**config.mk**
```make
export PLATFORM = sky130hd
export DESIGN_NAME = uart_receiver
export DESIGN_NICKNAME = d
export VERILOG_FILES = /design/src/rtl/uart_receiver.sv
export SDC_FILE = /design/constraint.sdc
export NUM_CORES = 1
export LEC_CHECK = 0
export ABC_AREA = 1
export CAP_MARGIN = 5
export CORE_UTILIZATION = 59
export CTS_CLUSTER_DIAMETER = 80
export DETAILED_ROUTE_END_ITERATION = 8
export GPL_TIMING_DRIVEN = 0
export PLACE_DENSITY_LB_ADDON = 0.12
export SLEW_MARGIN = 20
export SYNTH_ARGS = -nofsm -noshare
export SYNTH_HDL_FRONTEND = slang
export SYNTH_SLANG_ARGS = --single-unit
```
**constraint.sdc**
```tcl
create_clock -name clk -period 2 [get_ports clk]
set_input_delay 0.3 -clock clk [delete_from_list [all_inputs] [get_ports clk]]
set_output_delay 0.3 -clock clk [all_outputs]
set_load 0.05 [all_outputs]
```
**src/rtl/uart_receiver.sv**
```systemverilog
// uart_receiver
//   Receives UART frames (start, 8 data bits LSB first, parity slot, stop) from
//   an asynchronous serial line. Each good byte is written to a downstream FIFO
//   with a one-cycle strobe. Framing, parity and overrun faults are reported as
//   one-cycle pulses. At most one error pulse is raised per frame, with priority
//   framing > parity > overrun.
//
//   Parameters:
//     clock_freq    system clock frequency in Hz
//     baud          line rate in bits/s (cycles_per_bit = clock_freq / baud)
//
//   Ports:
//     clk            system clock, rising edge
//     rst            synchronous active-high reset
//     receive_wire   UART RX line, idle high, asynchronous to clk
//     fifo_full      downstream FIFO cannot accept a write this cycle
//     data_out       received byte, valid while fifo_write=1
//     fifo_write     one-cycle write strobe to the downstream FIFO
//     parity_error   one-cycle pulse on an even-parity mismatch
//     framing_error  one-cycle pulse when the stop bit is sampled low
//     overrun_error  one-cycle pulse when a good byte is dropped on fifo_full
//     state_busy     high whenever the FSM is not idle
//
//   Build option:
//     UART_RX_PARITY_CHECK_EN  when defined, a parity mismatch raises
//                              parity_error and drops the byte. When undefined,
//                              the parity slot is timed and sampled but ignored,
//                              and parity_error is tied low.
module uart_receiver #(
    parameter int clock_freq = 50_000_000,
    parameter int baud       = 9600
) (
    input  logic       clk,
    input  logic       rst,
    input  logic       receive_wire,
    input  logic       fifo_full,
    output logic [7:0] data_out,
    output logic       fifo_write,
    output logic       parity_error,
    output logic       framing_error,
    output logic       overrun_error,
    output logic       state_busy
);

    localparam int          CYCLES_PER_BIT = clock_freq / baud;
    localparam int          HALF_BIT       = CYCLES_PER_BIT / 2;
    localparam logic [31:0] BIT_LAST       = 32'(CYCLES_PER_BIT - 1);
    localparam logic [31:0] HALF_LAST      = 32'(HALF_BIT - 1);

    localparam logic [2:0] ST_IDLE    = 3'd0;
    localparam logic [2:0] ST_START   = 3'd1;
    localparam logic [2:0] ST_DATA    = 3'd2;
    localparam logic [2:0] ST_PARITY  = 3'd3;
    localparam logic [2:0] ST_STOP    = 3'd4;
    localparam logic [2:0] ST_RECOVER = 3'd5;

    logic        rx_sync_p0;
    logic        rx_s;
    logic [2:0]  state;
    logic [31:0] bit_cnt;
    logic [2:0]  bit_index;
    logic [7:0]  shift_reg;

`ifdef UART_RX_PARITY_CHECK_EN
    logic        parity_bit;

    // Even parity: data bits together with the parity bit must XOR to zero.
    function automatic logic parity_bad(input logic [7:0] d, input logic p);
        return ^{d, p};
    endfunction
`else
    assign parity_error = 1'b0;
`endif

    assign state_busy = (state != ST_IDLE);

    always_ff @(posedge clk) begin
        if (rst) begin
            rx_sync_p0    <= 1'b1;
            rx_s          <= 1'b1;
            state         <= ST_IDLE;
            bit_cnt       <= 32'd0;
            bit_index     <= 3'd0;
            shift_reg     <= 8'd0;
            data_out      <= 8'd0;
            fifo_write    <= 1'b0;
            framing_error <= 1'b0;
            overrun_error <= 1'b0;
`ifdef UART_RX_PARITY_CHECK_EN
            parity_bit    <= 1'b0;
            parity_error  <= 1'b0;
`endif
        end else begin
            // Stage boundary: two-flop synchroniser for the asynchronous line.
            rx_sync_p0    <= receive_wire;
            rx_s          <= rx_sync_p0;

            // Pulses last exactly one cycle unless re-asserted below.
            fifo_write    <= 1'b0;
            framing_error <= 1'b0;
            overrun_error <= 1'b0;
`ifdef UART_RX_PARITY_CHECK_EN
            parity_error  <= 1'b0;
`endif

            case (state)
                ST_IDLE: begin
                    bit_cnt <= 32'd0;
                    if (!rx_s) begin
                        state <= ST_START;
                    end
                end

                // Mid-start recheck rejects short low glitches.
                ST_START: begin
                    if (bit_cnt == HALF_LAST) begin
                        bit_cnt <= 32'd0;
                        if (!rx_s) begin
                            state     <= ST_DATA;
                            bit_index <= 3'd0;
                        end else begin
                            state <= ST_IDLE;
                        end
                    end else begin
                        bit_cnt <= bit_cnt + 32'd1;
                    end
                end

                ST_DATA: begin
                    if (bit_cnt == BIT_LAST) begin
                        bit_cnt   <= 32'd0;
                        shift_reg <= {rx_s, shift_reg[7:1]};
                        if (bit_index == 3'd7) begin
                            state <= ST_PARITY;
                        end else begin
                            bit_index <= bit_index + 3'd1;
                        end
                    end else begin
                        bit_cnt <= bit_cnt + 32'd1;
                    end
                end

                // The parity slot is always timed so frame alignment is kept.
                ST_PARITY: begin
                    if (bit_cnt == BIT_LAST) begin
                        bit_cnt <= 32'd0;
`ifdef UART_RX_PARITY_CHECK_EN
                        parity_bit <= rx_s;
`endif
                        state <= ST_STOP;
                    end else begin
                        bit_cnt <= bit_cnt + 32'd1;
                    end
                end

                // Leaving at mid-stop leaves half a bit of margin for the
                // next start edge of a back-to-back frame.
                ST_STOP: begin
                    if (bit_cnt == BIT_LAST) begin
                        bit_cnt <= 32'd0;
                        if (!rx_s) begin
                            framing_error <= 1'b1;
                            state         <= ST_RECOVER;
                        end
`ifdef UART_RX_PARITY_CHECK_EN
                        else if (parity_bad(shift_reg, parity_bit)) begin
                            parity_error <= 1'b1;
                            state        <= ST_IDLE;
                        end
`endif
                        else if (fifo_full) begin
                            overrun_error <= 1'b1;
                            state         <= ST_IDLE;
                        end else begin
                            fifo_write <= 1'b1;
                            data_out   <= shift_reg;
                            state      <= ST_IDLE;
                        end
                    end else begin
                        bit_cnt <= bit_cnt + 32'd1;
                    end
                end

                // A held-low line (break) is waited out instead of being
                // decoded as a stream of 0x00 frames.
                ST_RECOVER: begin
                    bit_cnt <= 32'd0;
                    if (rx_s) begin
                        state <= ST_IDLE;
                    end
                end

                default: begin
                    bit_cnt <= 32'd0;
                    state   <= ST_IDLE;
                end
            endcase
        end
    end

endmodule

```
# Yosys cells after proc, flatten, opt, wreduce, memory -nomap -nowiden
# Index checks and enable logic that the tools add are counted.
[totals]
regBits = 59
latchBits = 0
mem_bits_rw = 0
rom_bits = 0
memories = 0
[op_classes]
add_sub_neg = 2
n_mul = 0
div = 0
n_lt_le_gt_ge = 0
eq_ne = 17
shifts = 0
n_mux = 21
bitwise = 4
n_reduce_logical = 10
[op_table]
columns = ["cell", "count"]
rows = [
  ["32-bit two-way mux", 2],
  ["32-bit case mux with 2 select lines", 1],
  ["3-bit two-way mux", 12],
  ["32-bit by 1-bit adder with 32-bit output, second input constant", 1],
  ["32-bit by 12-bit == test with 1-bit output, second input constant", 1],
  ["32-bit by 13-bit == test with 1-bit output, second input constant", 1],
  ["2-bit inequality test, second input constant", 9],
  ["3-bit case mux with 6 select lines", 1],
  ["3-bit == test, second input constant", 3],
  ["7-bit AND reduction", 1],
  ["3-bit by 2-bit == test with 1-bit output, second input constant", 2],
  ["3-bit case mux with 2 select lines", 1],
  ["3-bit OR reduction", 2],
  ["5-bit AND reduction", 1],
  ["1-bit NOT", 4],
  ["4-bit AND reduction", 1],
  ["4-bit OR reduction", 1],
  ["3-bit by 1-bit adder with 3-bit output, second input constant", 1],
  ["3-bit by 1-bit == test with 1-bit output, second input constant", 1],
  ["3-bit zero test", 1],
  ["1-bit two-way mux", 3],
  ["3-bit nonzero test", 1],
  ["2-bit two-way mux", 1],
  ["2-bit AND reduction", 1],
  ["2-bit nonzero test", 1],
]

# Logic depth before layout (Yosys ltp)
[depth]
depth_word = 4
depth_mapped = 12

# Worst setup path after synthesis
# No wires, ideal clock.
[synth_timing]
kind = "register -> register"
from = "reg state[0]"
to = "reg state[0]"
setup_ns = 0.113
arrival_time_ns = 1.439
required_ns = 1.887
setup_slack_ns = 0.448
path_stages_with_launch = 8
n_path_buf = 0
period_less_slack_ns = 1.552
cell_sequence = "dfxtp_1 > nor2_1 > nand2_1 > o21ai_0 > a21oi_1 > nand3_2 > nor2_1 > nor2_1"
[synth_between]
elab_chain_len = 3
elab_cells_between_ends = 15
[synth_rtl]
columns = ["item", "line_no", "source"]
rows = [
  ["from (decl)", "59", "logic [2:0] state;"],
  ["from (signal assigned)", "81", "state <= ST_IDLE;"],
  ["from (signal assigned)", "110", "state <= ST_START;"],
  ["from (signal assigned)", "119", "state <= ST_DATA;"],
  ["3-bit by 2-bit == test with 1-bit output (tied with other cells)", "106", "case (state)"],
  ["2-bit inequality test (no source line)", "n/a", ""],
  ["7-bit AND reduction (no source line)", "n/a", ""],
]
# Parallel ways exist; a longest one is shown, timed or not.
# A chain may end at the register's enable or synchronous reset.

# Worst setup path in the final report
[layout_timing]
from = "reg state[0]"
to = "out state_busy"
[layout_between]
elab_chain_len = 1
[layout_rtl]
columns = ["item", "line_no", "source"]
rows = [
  ["3-bit nonzero test", "75", "assign state_busy = (state != ST_IDLE);"],
  ["to (decl)", "42", "output logic state_busy"],
]
# No other way between the ends.

==> metrics.md <==
| Metric | Value |
|---|---|
| Worst Setup Start Kind | `flip-flop` |
| Largest net degree at the start of global routing | `13` |
| Row count | `25` |
| Grt total ovfl | `0` |
| Synth Net Count | `469` |
| Ys Warns | `0` |
| Max-slew violation count | `0` |
| Initial core utilization | `0.6274` |
| Final setup margin | `0.1558 ns` |
| Slowest-stage cell, CP | `dlygate4sd2_1` |
| Peak supply drop | `0.6596 mV` |
| Mapped cell area | `0.003042 mm2` |
| Core area | `0.004848 mm2` |
| Via count | `2732` |
| Layout cell share with drive strength beyond 1 | `0.09533` |
| Wirelength per Cell | `11.57 um` |
| Max-Slew Margin vs Limit | `0.6681` |
| Initial antenna violation count | `0` |
| P per Cell Area | `901.5 mW/mm2` |
| Die width | `73.80 um` |
| Detail Route Antenna Nets | `0` |
| Cell count after synthesis | `462` |
| DRT Pass-1 Iters | `4` |
| Wirelength, routed | `6481 um` |
| Most common cell after layout, fill and taps aside | `nand2_1` |
| Clock Latency Late Sink | `0.34 ns` |
| Final core area utilization | `0.7166` |
| Die footprint | `0.005446 mm2` |
| Final setup TNS | `0 ns` |
| Fmax achieved | `542.2 MHz` |
| RSZ-0062 raised after global routing | `no` |
| Final Hold Viols | `0` |
| Worst-path clk slew | `0.07 ns` |
| Worst Skew | `0.008204 ns` |
| Share of the yosys chip area belonging to registers | `0.3883` |
| CTS tree | `done` |
| I/O pins | `17` |
| Max reg flops | `32` |
| N_diodes | `0` |
| Clk buf depth | `2` |
| Outcome | `finished, final reports clean` |
| Max_cap viols | `0` |
| Largest area contributor in the netlist | `dfxtp_1` |
| Iter 0 DRT Violations | `265` |
| Area grow syn2layout | `14.23%` |
| Power Total | `3.132 mW` |
| Yosys reg bits | `59` |
| Placed Instance Area | `0.003276 mm2` |
| First-pass GRT wire length | `10710 um` |
| Sink Count | `59` |
| Fin crit period | `1.844 ns` |
| Root Driver | `clkbuf_8` |
| Fin crit share | `0.9221` |
| Synth unique cells | `27` |
| Post-route DRC | `0` |
| Routability cong. | `0.9380` |
| Finished Cell Area | `0.003475 mm2` |
| CP arrival | `1.54 ns` |
| Avg Cell Area, Syn | `6.584 um2` |
| Worst stage delay on the critical path | `0.53 ns` |
| Post-CTS setup buffer count | `0` |
| Kind of critical path | `reg2out` |
| GRT Total Usage | `0.2619` |
| Critical path, cell by cell | `nor2_1 -> nand2_1 -> dlygate4sd2_1` |
| Post-synth top area share | `0.3883` |
| HPWL Detailed | `4810 um` |
| Worst Hold Class | `reg2reg` |
| Die Span Y | `73.80 um` |
| Number of fillers in the final layout | `425` |
| P_leak | `1.378 nW` |
| Tightest Pin Transition | `0.4963 ns` |
| Final std cells w/o fill | `560` |
| Worst hold margin | `0.4199 ns` |
| Final setup fails | `0` |
| Synth area leaders | `dfxtp_1, nand2_1, nor2_1` |
| Fin nets | `495` |
| IO buf count | `15` |
| TritonCTS buffer count | `9` |
| Most frequent cells in the layout | `nand2_1, nor2_1, dfxtp_1` |
| Placed insts | `544` |
| Req. time, crit path | `1.70 ns` |
| Max FO, Critical Path | `6` |
| Htree depth | `3` |
| Worst slack, placed | `0.1600 ns` |
| DR vias/cell | `4.879` |
| Vias in the first global route | `2376` |
| Crit end category | `output port` |
## Yosys cell counts
master      n
nand4_1     7
nor2_1    117
nor2_4      1
nor3b_1     1
buf_4       1
nand3_4     1
nor2_2      2
or2_2       2
a21oi_1     2
o211ai_2    1
conb_1      1
ha_1        3
clkinv_2    1
nand2_1   121
o21ai_0    13
inv_1      50
nor3_1     19
nand3_2     2
inv_2      10
clkbuf_1    2
xor2_1     25
dfxtp_1    59
nand3_1     9
nand2_2     3
buf_6       4
nor3_2      3
o211ai_1    2
## final cells by class
type                    instances  area (um2)  share of cell area
flip-flops and latches         59        1181              0.3399
multi-input cells             335        1570              0.4519
repair buffers                 15       148.9             0.04285
clock inverters                 7       76.32             0.02197
plain buffers                   7       60.06             0.01728
well taps                      67       83.83             0.02413
inverters                      61       230.2             0.06626
clock buffers                   9       123.9             0.03565
## critical path: cells and delay by family (launching register included)
kind          cells  cell delay (ns)
flops             1             0.47
simple gates      2             0.20
buf+inv           1             0.53
## final timing paths
check / slack, ns / startpoint / cells past startpoint / to
worst max-delay path: 0.16 / state[0]$_SDFFE_PP0P_ / 3 / state_busy
worst min-delay path: 0.42 / rx_sync_p0$_SDFF_PP1_ / 1 / rx_s$_SDFF_PP1_
worst max register to register: 0.20 / bit_cnt[0]$_SDFF_PP0_ / 11 / shift_reg[7]$_SDFFE_PP0P_
worst min register to register: 0.42 / rx_sync_p0$_SDFF_PP1_ / 1 / rx_s$_SDFF_PP1_
## cells by family after synthesis
group	count (synthesis)	share of synthesized area
AND/OR/NAND/NOR	288	0.3970
buffers and inverters	68	0.09543
flip-flops	59	0.3883
XOR/XNOR	25	0.07199
AO/OA/AOI/OAI	18	0.03373
adder cells (fa/ha/maj)	3	0.01234
other	1	0.001233
## report_power, final
part	total [mW]	leakage, nW	switching (mW)	internal [mW]
registers	1.28	0.476	0.0528	1.23
clock network	1.11	0.0962	0.522	0.583
logic	0.744	0.805	0.507	0.237
## layer usage
layer | vias to the layer above | track usage | share of wire
li1 | 1459 | - | -
met1 | 1195 | 0.3723 | 0.50
met2 | 68 | 0.3843 | 0.42
met3 | 10 | 0.05624 | 0.063
met4 | 0 | 0.1026 | 0.017
met5 | - | 0 | 0
## what timing repair did
item | CTS | global route
hold endpoints to repair | 0 | 0
setup endpoints to repair | 1 | 0
resized for setup | 1 | 0
hold buffers | 0 | 0
No activity file was read; power rests on OpenSTA's default activity.
